==> src/rtl/fft_drain_if.sv <==
// fft_drain_if -- bus bundle between a row source, the drain and a serial sink.
//
// Handshake rule (both directions): a transfer happens on a rising clock edge
// where valid and ready are both high. The producer holds valid and its
// payload stable until that edge; ready may change freely and the producer
// must not wait for ready before raising valid.
//
// Signals
//   in_vld   row valid from core readout         (source -> drain)
//   in_rdy   drain accepts the row this cycle     (drain  -> source)
//   in_data  8 lanes of DW bits, lane k = [k]     (source -> drain)
//   out_vld  serial sample valid                  (drain  -> sink)
//   out_rdy  sink accepts the sample              (sink   -> drain)
//   out_data serial sample                        (drain  -> sink)
//   out_last final sample of the frame            (drain  -> sink)
interface fft_drain_if #(
  parameter int DW = 64
);
  logic                 in_vld;
  logic                 in_rdy;
  logic [7:0][DW-1:0]   in_data;
  logic                 out_vld;
  logic                 out_rdy;
  logic [DW-1:0]        out_data;
  logic                 out_last;

  // The drain itself.
  modport slave (
    input  in_vld, in_data, out_rdy,
    output in_rdy, out_vld, out_data, out_last
  );

  // Row source plus serial sink (the environment around the drain).
  modport master (
    output in_vld, in_data, out_rdy,
    input  in_rdy, out_vld, out_data, out_last
  );
endinterface

==> src/rtl/fft_drain.sv <==
// fft_drain -- buffers 8-lane FFT result rows in a small FIFO and serialises
// them one sample per handshake, framing FRAME_ROWS rows per ARM request.
//
// Ports
//   i_clk        clock, rising edge
//   i_rst        asynchronous active-high reset
//   i_arm        one-cycle request to drain one frame (honoured only in IDLE)
//   bus          fft_drain_if.slave: row input and serial output handshakes
//   o_busy       high while the FSM is in RUN
//   o_frame_done registered one-cycle pulse after the final sample handshake
//   o_state      FSM state for observation (0 = IDLE, 1 = RUN)
module fft_drain #(
  parameter int DW         = 64,
  parameter int FRAME_ROWS = 512,
  parameter int DEPTH      = 4
) (
  input  logic         i_clk,
  input  logic         i_rst,
  input  logic         i_arm,
  fft_drain_if.slave   bus,
  output logic         o_busy,
  output logic         o_frame_done,
  output logic         o_state
);

  typedef enum logic {
    ST_IDLE = 1'b0,
    ST_RUN  = 1'b1
  } state_t;

  localparam int AW = $clog2(DEPTH);
  localparam int RW = $clog2(FRAME_ROWS + 1);
  localparam logic [AW:0]   C_DEPTH    = (AW+1)'(DEPTH);
  localparam logic [RW-1:0] C_ROWS     = RW'(FRAME_ROWS);
  localparam logic [RW-1:0] C_LAST_ROW = RW'(FRAME_ROWS - 1);

  state_t r_state;
  state_t w_next;

  // Row storage is never reset; reads are gated by the occupancy count.
  logic [7:0][DW-1:0] r_mem [DEPTH];

  logic [AW-1:0] r_wr_ptr;
  logic [AW-1:0] r_rd_ptr;
  logic [AW:0]   r_count;
  logic [RW-1:0] r_rows_in;
  logic [RW-1:0] r_rows_out;
  logic [2:0]    r_lane;
  logic          r_frame_done;

  logic               w_run;
  logic               w_start;
  logic               w_in_rdy;
  logic               w_out_vld;
  logic               w_out_last;
  logic               w_push;
  logic               w_out_hs;
  logic               w_pop;
  logic               w_final;
  logic [7:0][DW-1:0] w_head;

  assign w_run   = (r_state == ST_RUN);
  assign w_start = (r_state == ST_IDLE) && i_arm;

  // in_rdy looks only at registered state, never at out_rdy: a full FIFO
  // refuses a row even in a cycle where the head row is popped.
  assign w_in_rdy   = w_run && (r_count < C_DEPTH) && (r_rows_in < C_ROWS);
  assign w_out_vld  = w_run && (r_count != '0);
  assign w_out_last = w_out_vld && (r_rows_out == C_LAST_ROW) && (r_lane == 3'd7);

  assign w_push   = bus.in_vld && w_in_rdy;
  assign w_out_hs = w_out_vld && bus.out_rdy;
  assign w_pop    = w_out_hs && (r_lane == 3'd7);
  assign w_final  = w_out_hs && w_out_last;

  assign w_head = r_mem[r_rd_ptr];

  assign bus.in_rdy   = w_in_rdy;
  assign bus.out_vld  = w_out_vld;
  assign bus.out_last = w_out_last;
  // Forced to zero when not valid so the output never shows stale or unwritten storage.
  assign bus.out_data = w_out_vld ? w_head[r_lane] : '0;

  assign o_busy       = w_run;
  assign o_frame_done = r_frame_done;
  assign o_state      = r_state;

  // Next-state logic. An ARM arriving while in RUN, including on the final
  // handshake, is dropped: the block always passes through IDLE.
  always_comb begin
    w_next = r_state;
    case (r_state)
      ST_IDLE: if (i_arm)   w_next = ST_RUN;
      ST_RUN:  if (w_final) w_next = ST_IDLE;
    endcase
  end

  always_ff @(posedge i_clk or posedge i_rst) begin
    if (i_rst) r_state <= ST_IDLE;
    else       r_state <= w_next;
  end

  always_ff @(posedge i_clk) begin
    if (w_push) r_mem[r_wr_ptr] <= bus.in_data;
  end

  always_ff @(posedge i_clk or posedge i_rst) begin
    if (i_rst) begin
      r_wr_ptr   <= '0;
      r_rd_ptr   <= '0;
      r_count    <= '0;
      r_rows_in  <= '0;
      r_rows_out <= '0;
      r_lane     <= '0;
    end else if (w_start) begin
      // Starting a frame discards anything left behind by an earlier one.
      r_wr_ptr   <= '0;
      r_rd_ptr   <= '0;
      r_count    <= '0;
      r_rows_in  <= '0;
      r_rows_out <= '0;
      r_lane     <= '0;
    end else if (w_run) begin
      if (w_push) begin
        r_wr_ptr  <= r_wr_ptr + AW'(1);
        // in_rdy is low once FRAME_ROWS rows are in, so this saturates.
        r_rows_in <= r_rows_in + RW'(1);
      end
      if (w_out_hs) r_lane <= r_lane + 3'd1;
      if (w_pop) begin
        r_rd_ptr   <= r_rd_ptr + AW'(1);
        r_rows_out <= r_rows_out + RW'(1);
      end
      case ({w_push, w_pop})
        2'b10:   r_count <= r_count + (AW+1)'(1);
        2'b01:   r_count <= r_count - (AW+1)'(1);
        default: r_count <= r_count;
      endcase
    end
  end

  always_ff @(posedge i_clk or posedge i_rst) begin
    if (i_rst) r_frame_done <= 1'b0;
    else       r_frame_done <= w_final;
  end

endmodule

==> src/flat_wrapper.sv <==
// flat-port wrapper written by rule: the top's interface ports become plain ports
module fft_drain_flat 
#(
  parameter int DW         = 64,
  parameter int FRAME_ROWS = 512,
  parameter int DEPTH      = 4
)
  (i_clk, i_rst, i_arm, o_busy, o_frame_done, o_state, bus_in_vld, bus_in_data, bus_out_rdy, bus_in_rdy, bus_out_vld, bus_out_data, bus_out_last);
  fft_drain_if #(.DW(DW)) bus_i ();
  input  logic i_clk;
  input  logic i_rst;
  input  logic i_arm;
  output logic o_busy;
  output logic o_frame_done;
  output logic o_state;
  input wire logic [$bits(bus_i.in_vld)-1:0] bus_in_vld;
  input wire logic [$bits(bus_i.in_data)-1:0] bus_in_data;
  input wire logic [$bits(bus_i.out_rdy)-1:0] bus_out_rdy;
  output wire logic [$bits(bus_i.in_rdy)-1:0] bus_in_rdy;
  output wire logic [$bits(bus_i.out_vld)-1:0] bus_out_vld;
  output wire logic [$bits(bus_i.out_data)-1:0] bus_out_data;
  output wire logic [$bits(bus_i.out_last)-1:0] bus_out_last;
  assign bus_i.in_vld = bus_in_vld;
  assign bus_i.in_data = bus_in_data;
  assign bus_i.out_rdy = bus_out_rdy;
  assign bus_in_rdy = bus_i.in_rdy;
  assign bus_out_vld = bus_i.out_vld;
  assign bus_out_data = bus_i.out_data;
  assign bus_out_last = bus_i.out_last;
  fft_drain #(.DW(DW), .FRAME_ROWS(FRAME_ROWS), .DEPTH(DEPTH)) u_core (.i_clk(i_clk), .i_rst(i_rst), .i_arm(i_arm), .bus(bus_i), .o_busy(o_busy), .o_frame_done(o_frame_done), .o_state(o_state));
endmodule
==> config.mk <==
export PLATFORM = sky130hd
export DESIGN_NAME = fft_drain_flat
export DESIGN_NICKNAME = d
export VERILOG_FILES = /design/src/rtl/fft_drain_if.sv /design/src/rtl/fft_drain.sv /design/src/flat_wrapper.sv
export SDC_FILE = /design/constraint.sdc
export NUM_CORES = 2
export LEC_CHECK = 0
export CAP_MARGIN = 20
export CORE_MARGIN = 2
export CORE_UTILIZATION = 38
export DETAILED_ROUTE_END_ITERATION = 8
export PLACE_DENSITY = 0.6
export SLEW_MARGIN = 30
export SYNTH_ARGS = -nofsm -noshare
export SYNTH_HDL_FRONTEND = slang
export SYNTH_SLANG_ARGS = --single-unit
==> constraint.sdc <==
create_clock -name i_clk -period 41.5 [get_ports i_clk]
set_input_delay 8.3 -clock i_clk [delete_from_list [all_inputs] [get_ports i_clk]]
set_output_delay 8.3 -clock i_clk [all_outputs]
set_load 0.1 [all_outputs]
# --- Word-level counts from Yosys, hierarchy flattened ---
# Memory sizes are Yosys's and may differ from the RTL's.
# Cells that the tools add are included.
op_classes:
  n_eq_ne: 4
  bitwise_logic: 1
  order_cmp: 3
  n_reduce_logical: 20
  muxes: 26
  n_addsub: 7
ops:
  columns: ["op", "n"]
  rows:
  - ["$bmux 64 s3", 1]
  - ["$mux 64", 2]
  - ["$mux 10", 6]
  - ["$add 10x1->10 const B", 2]
  - ["$mux 3", 5]
  - ["$mux 2", 6]
  - ["$eq 10x9->1 const B", 1]
  - ["$logic_and 1x1->1", 10]
  - ["$lt 10x10->1 const B", 1]
  - ["$reduce_and 2->1", 4]
  - ["$reduce_bool 2->1", 4]
  - ["$add 3x1->3 const B", 2]
  - ["$pmux 3 s2", 1]
  - ["$reduce_bool 3->1", 2]
  - ["$add 2x1->2 const B", 2]
  - ["$lt 3x4->1 const B", 1]
  - ["$mux 1", 4]
  - ["$eq 3x3->1 const B", 1]
  - ["$lt 3x3->1 const B", 1]
  - ["$sub 3x1->3 const B", 1]
  - ["$eq 2x1->1 const B", 1]
  - ["$eq 2x2->1 const B", 1]
  - ["$pmux 1 s2", 1]
  - ["$not 1->1", 1]
totals:
  in_bits: 517
  ramBits: 2048
  regBits: 32
  mem_count: 1
  output_inout_bits: 70
  word_cells: 70
memory_table:
  columns: ["name", "words", "width", "rd", "rd_ports_with_merged_regs", "write_ports", "line", "source"]
  rows:
  - ["u_core.r_mem", 4, 512, 1, 0, 1, "fft_drain.sv:41", "logic [7:0][DW-1:0] r_mem [DEPTH];"]

# --- Depth between registers and ports, before layout ---
depth:
  word_depth: 8
  mapped_depth: 9
  ltp_nobuf: 9

# --- Worst setup path after synthesis ---
# No wires, ideal clock.
synth_path:
  path_kind: "input-to-reg"
  start: "in bus_in_vld"
  end: "mem u_core.r_mem[0][0] (netlist bit) (enable)"
  arrival_time_ps: 20419
  stages: 3
  setup_slack_ps: 20138
  n_path_buf: 1
  t_required_ps: 40557
  setup_ps: 943
  cell_sequence: "nor4bb_1 -> clkbuf_1 -> and2_1"
synth_between:
  elab_chain_len: 3
synth_lines:
  columns: ["element", "line", "source"]
  rows:
  - ["start, declared", "flat_wrapper.sv:16", "input wire logic [$bits(bus_i.in_vld)-1:0] bus_in_vld;"]
  - ["$logic_and 1x1->1", "fft_drain.sv:71", "assign w_push = bus.in_vld && w_in_rdy;"]
  - ["$mux 1", "fft_drain.sv:104", "if (w_push) r_mem[r_wr_ptr] <= bus.in_data;"]
  - ["$mux 1 (not written as such)", "fft_drain.sv:104", null]
  - ["end, declared", "fft_drain.sv:41", null]
# Every way passes these cells.

# --- Final worst setup path ---
layout_path:
  start: "reg u_core.r_rd_ptr[0]"
  end: "out bus_out_data[14]"
layout_between:
  elab_chain_len: 4
layout_lines:
  columns: ["element", "line", "source"]
  rows:
  - ["start, declared", "fft_drain.sv:44", "logic [AW-1:0] r_rd_ptr;"]
  - ["start signal, assigned", "fft_drain.sv:131", "r_rd_ptr <= r_rd_ptr + AW'(1);"]
  - ["$mem_v2 4x512", null, null]
  - ["$bmux 64 s3", "fft_drain.sv:82", "assign bus.out_data = w_out_vld ? w_head[r_lane] : '0;"]
  - ["$mux 64 (not written as such)", "fft_drain.sv:82", null]
  - ["$mux 64", "fft_drain.sv:82", null]
  - ["end, declared", "flat_wrapper.sv:21", "output wire logic [$bits(bus_i.out_data)-1:0] bus_out_data;"]
# Every way passes these cells. The select of a mux whose other input is x is not followed.

==> results.toml <==
[sta]
grt_setup_unrepaired = "false"
tightest_slew_ns = 1.024
period_needed_ns = 15.00
maxSlewViolCount = 0
fin_crit_sh = 0.3614
setup_viol = 0
fin_tns_setup_ns = 0
max_freq_ghz = 0.06667
hold_viol_final = 0
fin_ws_ns = 26.50
max_slew_margin = 0.3153
fin_skew_ns = 0.03841

[pwr]
irDropWorstVdd_v = 0.00008177
pwr_density_cell_nw_per_um2 = 74.65
p_leak_nw = 30.35

[clock_network]
clk_latency_ns = 0.85
htreeDepth = 4
cts_resized = 0
ctsLongestPathBuffers = 3
cts_hold_buf = 0
cts_root_buf = "clkbuf_16"
path_clk_slew_ns = 0.06
cts_buffers = 213
cts_setup_buffers = 0
cts_sinks = 2080
cts_tree = "done"

[critical_path]
r2r_slack_ns = 35.59
r2r_cells = 8
path_class = "reg2out"
cp-end-kind = "output pin"
cpMaxStageDelayCell = "clkdlybuf4s50_1"
cp.arrival_ns = 6.70
crit_required_ns = 33.20
path_max_fanout = 70
critPathLaunchType = "flip-flop"
max_stage_delay_ns = 1.07
r2r_start = "u_core.o_busy"
path_cells = "buf_4, buf_12, buf_16, buf_6, mux4_2, mux2i_1, o22a_1, o221ai_1, clkdlybuf4s50_1"
r2r-end = "u_core.r_mem[0][342]"

[detailed_routing]
vias_per_cell = 5.281
drt_iter0_markers = 3295
drt-total-wl_um = 204000
vias = 38193
route.detailed.drc = 0
wl_per_cell_um = 28.21
antenna_left = 0
drtPass1Iterations = 5

[grt]
track_usage = 0.1883
grt_antenna_before_repair = 122
grt_overflow_total = 0
grt_pass1_wl_um = 289800
grt_max_degree = 123
grt_pass1_vias = 39461

[synthesis]
synth_commonest_cells = "2048 x edfxtp_1, 412 x mux4_2, 334 x mux2i_1"
ys.flop_type = "edfxtp_1"
synth_top_area_cell = "edfxtp_1"
synth_area_leaders = "edfxtp_1 77%, mux4_2 12%, mux2i_1 4.2%"
yosysMostFrequentCell = "edfxtp_1"
ys_seq_area_frac = 0.7805
synth.top_cell.area_share = 0.7705
synth_cells = 3529
ys_warn_count = 0
async_reset_ff_frac = 0.01538
synth-edff-count = 2048
ys_types = 62
syn_area_per_cell_um2 = 22.62
synth_seq_cells = 2080
syn_area_um2 = 79820
syn_nets = 4055

[placed_design]
dp_hpwl_um = 130200
place_congestion = 0.7716
port_buffers = 586
dp_slack_ns = 26.93

[min_path]
hp-start = "u_core.r_rows_out[9]"
hold_depth = 1
min_path_type = "reg2reg"
min_to = "u_core.o_frame_done"

[run_status]
status = "complete, no violations"

[final_layout]
syn2layout_area_growth_pct = 19.86
nets = 4744
drive_gt1_frac = 0.2025
multiInputGateArea_um2 = 16420
seqCellArea_um2 = 62310
n_fill_cell = 17455

[floorplanning]
row_count = 168
ios = 587
initial_utilization = 0.3816
die-area_um2 = 213700
die_w_um = 462.3
die_h_um = 462.3
core_um2 = 209200

[flow_run]
max_cap_violations = 0
## sequential cells by signal, indices dropped and copies added, names as in the netlist
signal / cells
u_core.r_wr_ptr: 2
u_core.r_count: 3
u_core.r_rows_out: 10
u_core.o_frame_done: 1
u_core.r_lane: 3
u_core.o_busy: 1
u_core.r_rd_ptr: 2
u_core.r_mem: 2048
u_core.r_rows_in: 10
## per-stage QoR
step	utilization	hold WS [ns]	cell area (um^2)	power, mW	cells
final	0.4574	0.5160	95670	7.142	7232
after global routing	0.4572	0.5506	95620	7.429	7210
after floorplan	-	0.4545	79820	4.753	3529
after CTS	0.4569	0.5166	95560	7.265	7204
after detailed placement	0.4238	0.5086	88650	5.376	6806
after global placement	0.4244	0.5011	88760	5.390	6805
## critical path: cells and delay by family (launching register included)
kind,cells,cell delay [ns]
AOI/OAI and AO/OA,2,0.61
buffers and inverters,5,3.29
DFF,1,0.96
muxes,2,0.73
## where the power goes
| part | switching, mW | leakage [nW] | internal, mW |
|---|---|---|---|
| registers | 0.0996 | 19.0 | 2.64 |
| clock network | 0.806 | 3.37 | 1.07 |
| logic | 1.69 | 7.96 | 0.837 |
| total | 2.60 | 30.4 | 4.55 |
## area by class of cell
class | count | area share
flip-flops and latches | 2080 | 0.6513
clock buffers | 260 | 0.05788
diodes | 26 | 0.0006800
well taps | 2805 | 0.03668
clock inverters | 138 | 0.01439
inverters | 8 | 0.0003139
repair buffers | 668 | 0.06708
multi-input cells | 1247 | 0.1716
## routing by layer
metal | part of all wire | wire length [um] | GRT usage | vias up
met5 | 0.0044 | 889 | 0 | -
met2 | 0.50 | 102300 | 0.3173 | 1250
li1 | - | - | - | 16474
met1 | 0.38 | 77260 | 0.2278 | 19898
met4 | 0.024 | 4854 | 0.04749 | 142
met3 | 0.092 | 18720 | 0.07079 | 429
## cells by family (layout without fill, tap and decap cells)
group	count (synthesis)	after routing	share of synthesized area
compound gates	269	269	0.02809
other cells	0	26	0
simple gates	183	183	0.01152
buf+inv	202	1074	0.01469
mux	768	768	0.1618
xor+xnor	18	18	0.001975
flops	2080	2080	0.7805
fa+ha+maj	9	9	0.001411
## how the worst max path moves through the flow
stage                     slack (ns)  cells past startpoint          startpoint                  to
after floorplan                20.14                      3          bus_in_vld  u_core.r_mem[0][0]
after global placement         26.93                      8  u_core.r_rd_ptr[0]    bus_out_data[54]
after detailed placement       26.93                      9  u_core.r_rd_ptr[0]    bus_out_data[54]
after CTS                      25.97                      9  u_core.r_rd_ptr[0]    bus_out_data[54]
after global routing           26.02                      8  u_core.r_rd_ptr[0]    bus_out_data[55]
final                          26.50                      9  u_core.r_rd_ptr[0]    bus_out_data[14]
## placed cells by master (no fill, tap or decap), types with 6 or more instances in the layout
cell type	instances
mux4_2	412
nor2b_1	8
a22o_1	20
nand3_1	44
mux2_2	19
buf_2	32
bufinv_16	19
a2bb2oi_1	6
o311ai_1	6
a21oi_1	12
nor2_1	31
o211ai_1	16
ha_1	9
o21ai_0	6
clkinv_1	51
nor4_1	12
nor3_1	11
xnor2_1	13
mux2i_1	334
o22ai_1	12
o221ai_1	29
clkbuf_16	214
a221oi_2	18
clkinv_16	7
buf_4	73
a22oi_1	80
dfrtp_1	28
diode_2	26
o22a_1	32
inv_1	7
clkbuf_1	45
clkinv_2	43
clkdlybuf4s50_1	553
a211oi_1	6
edfxtp_1	2048
nand2_1	33
Power figures use the tool's default switching activity.
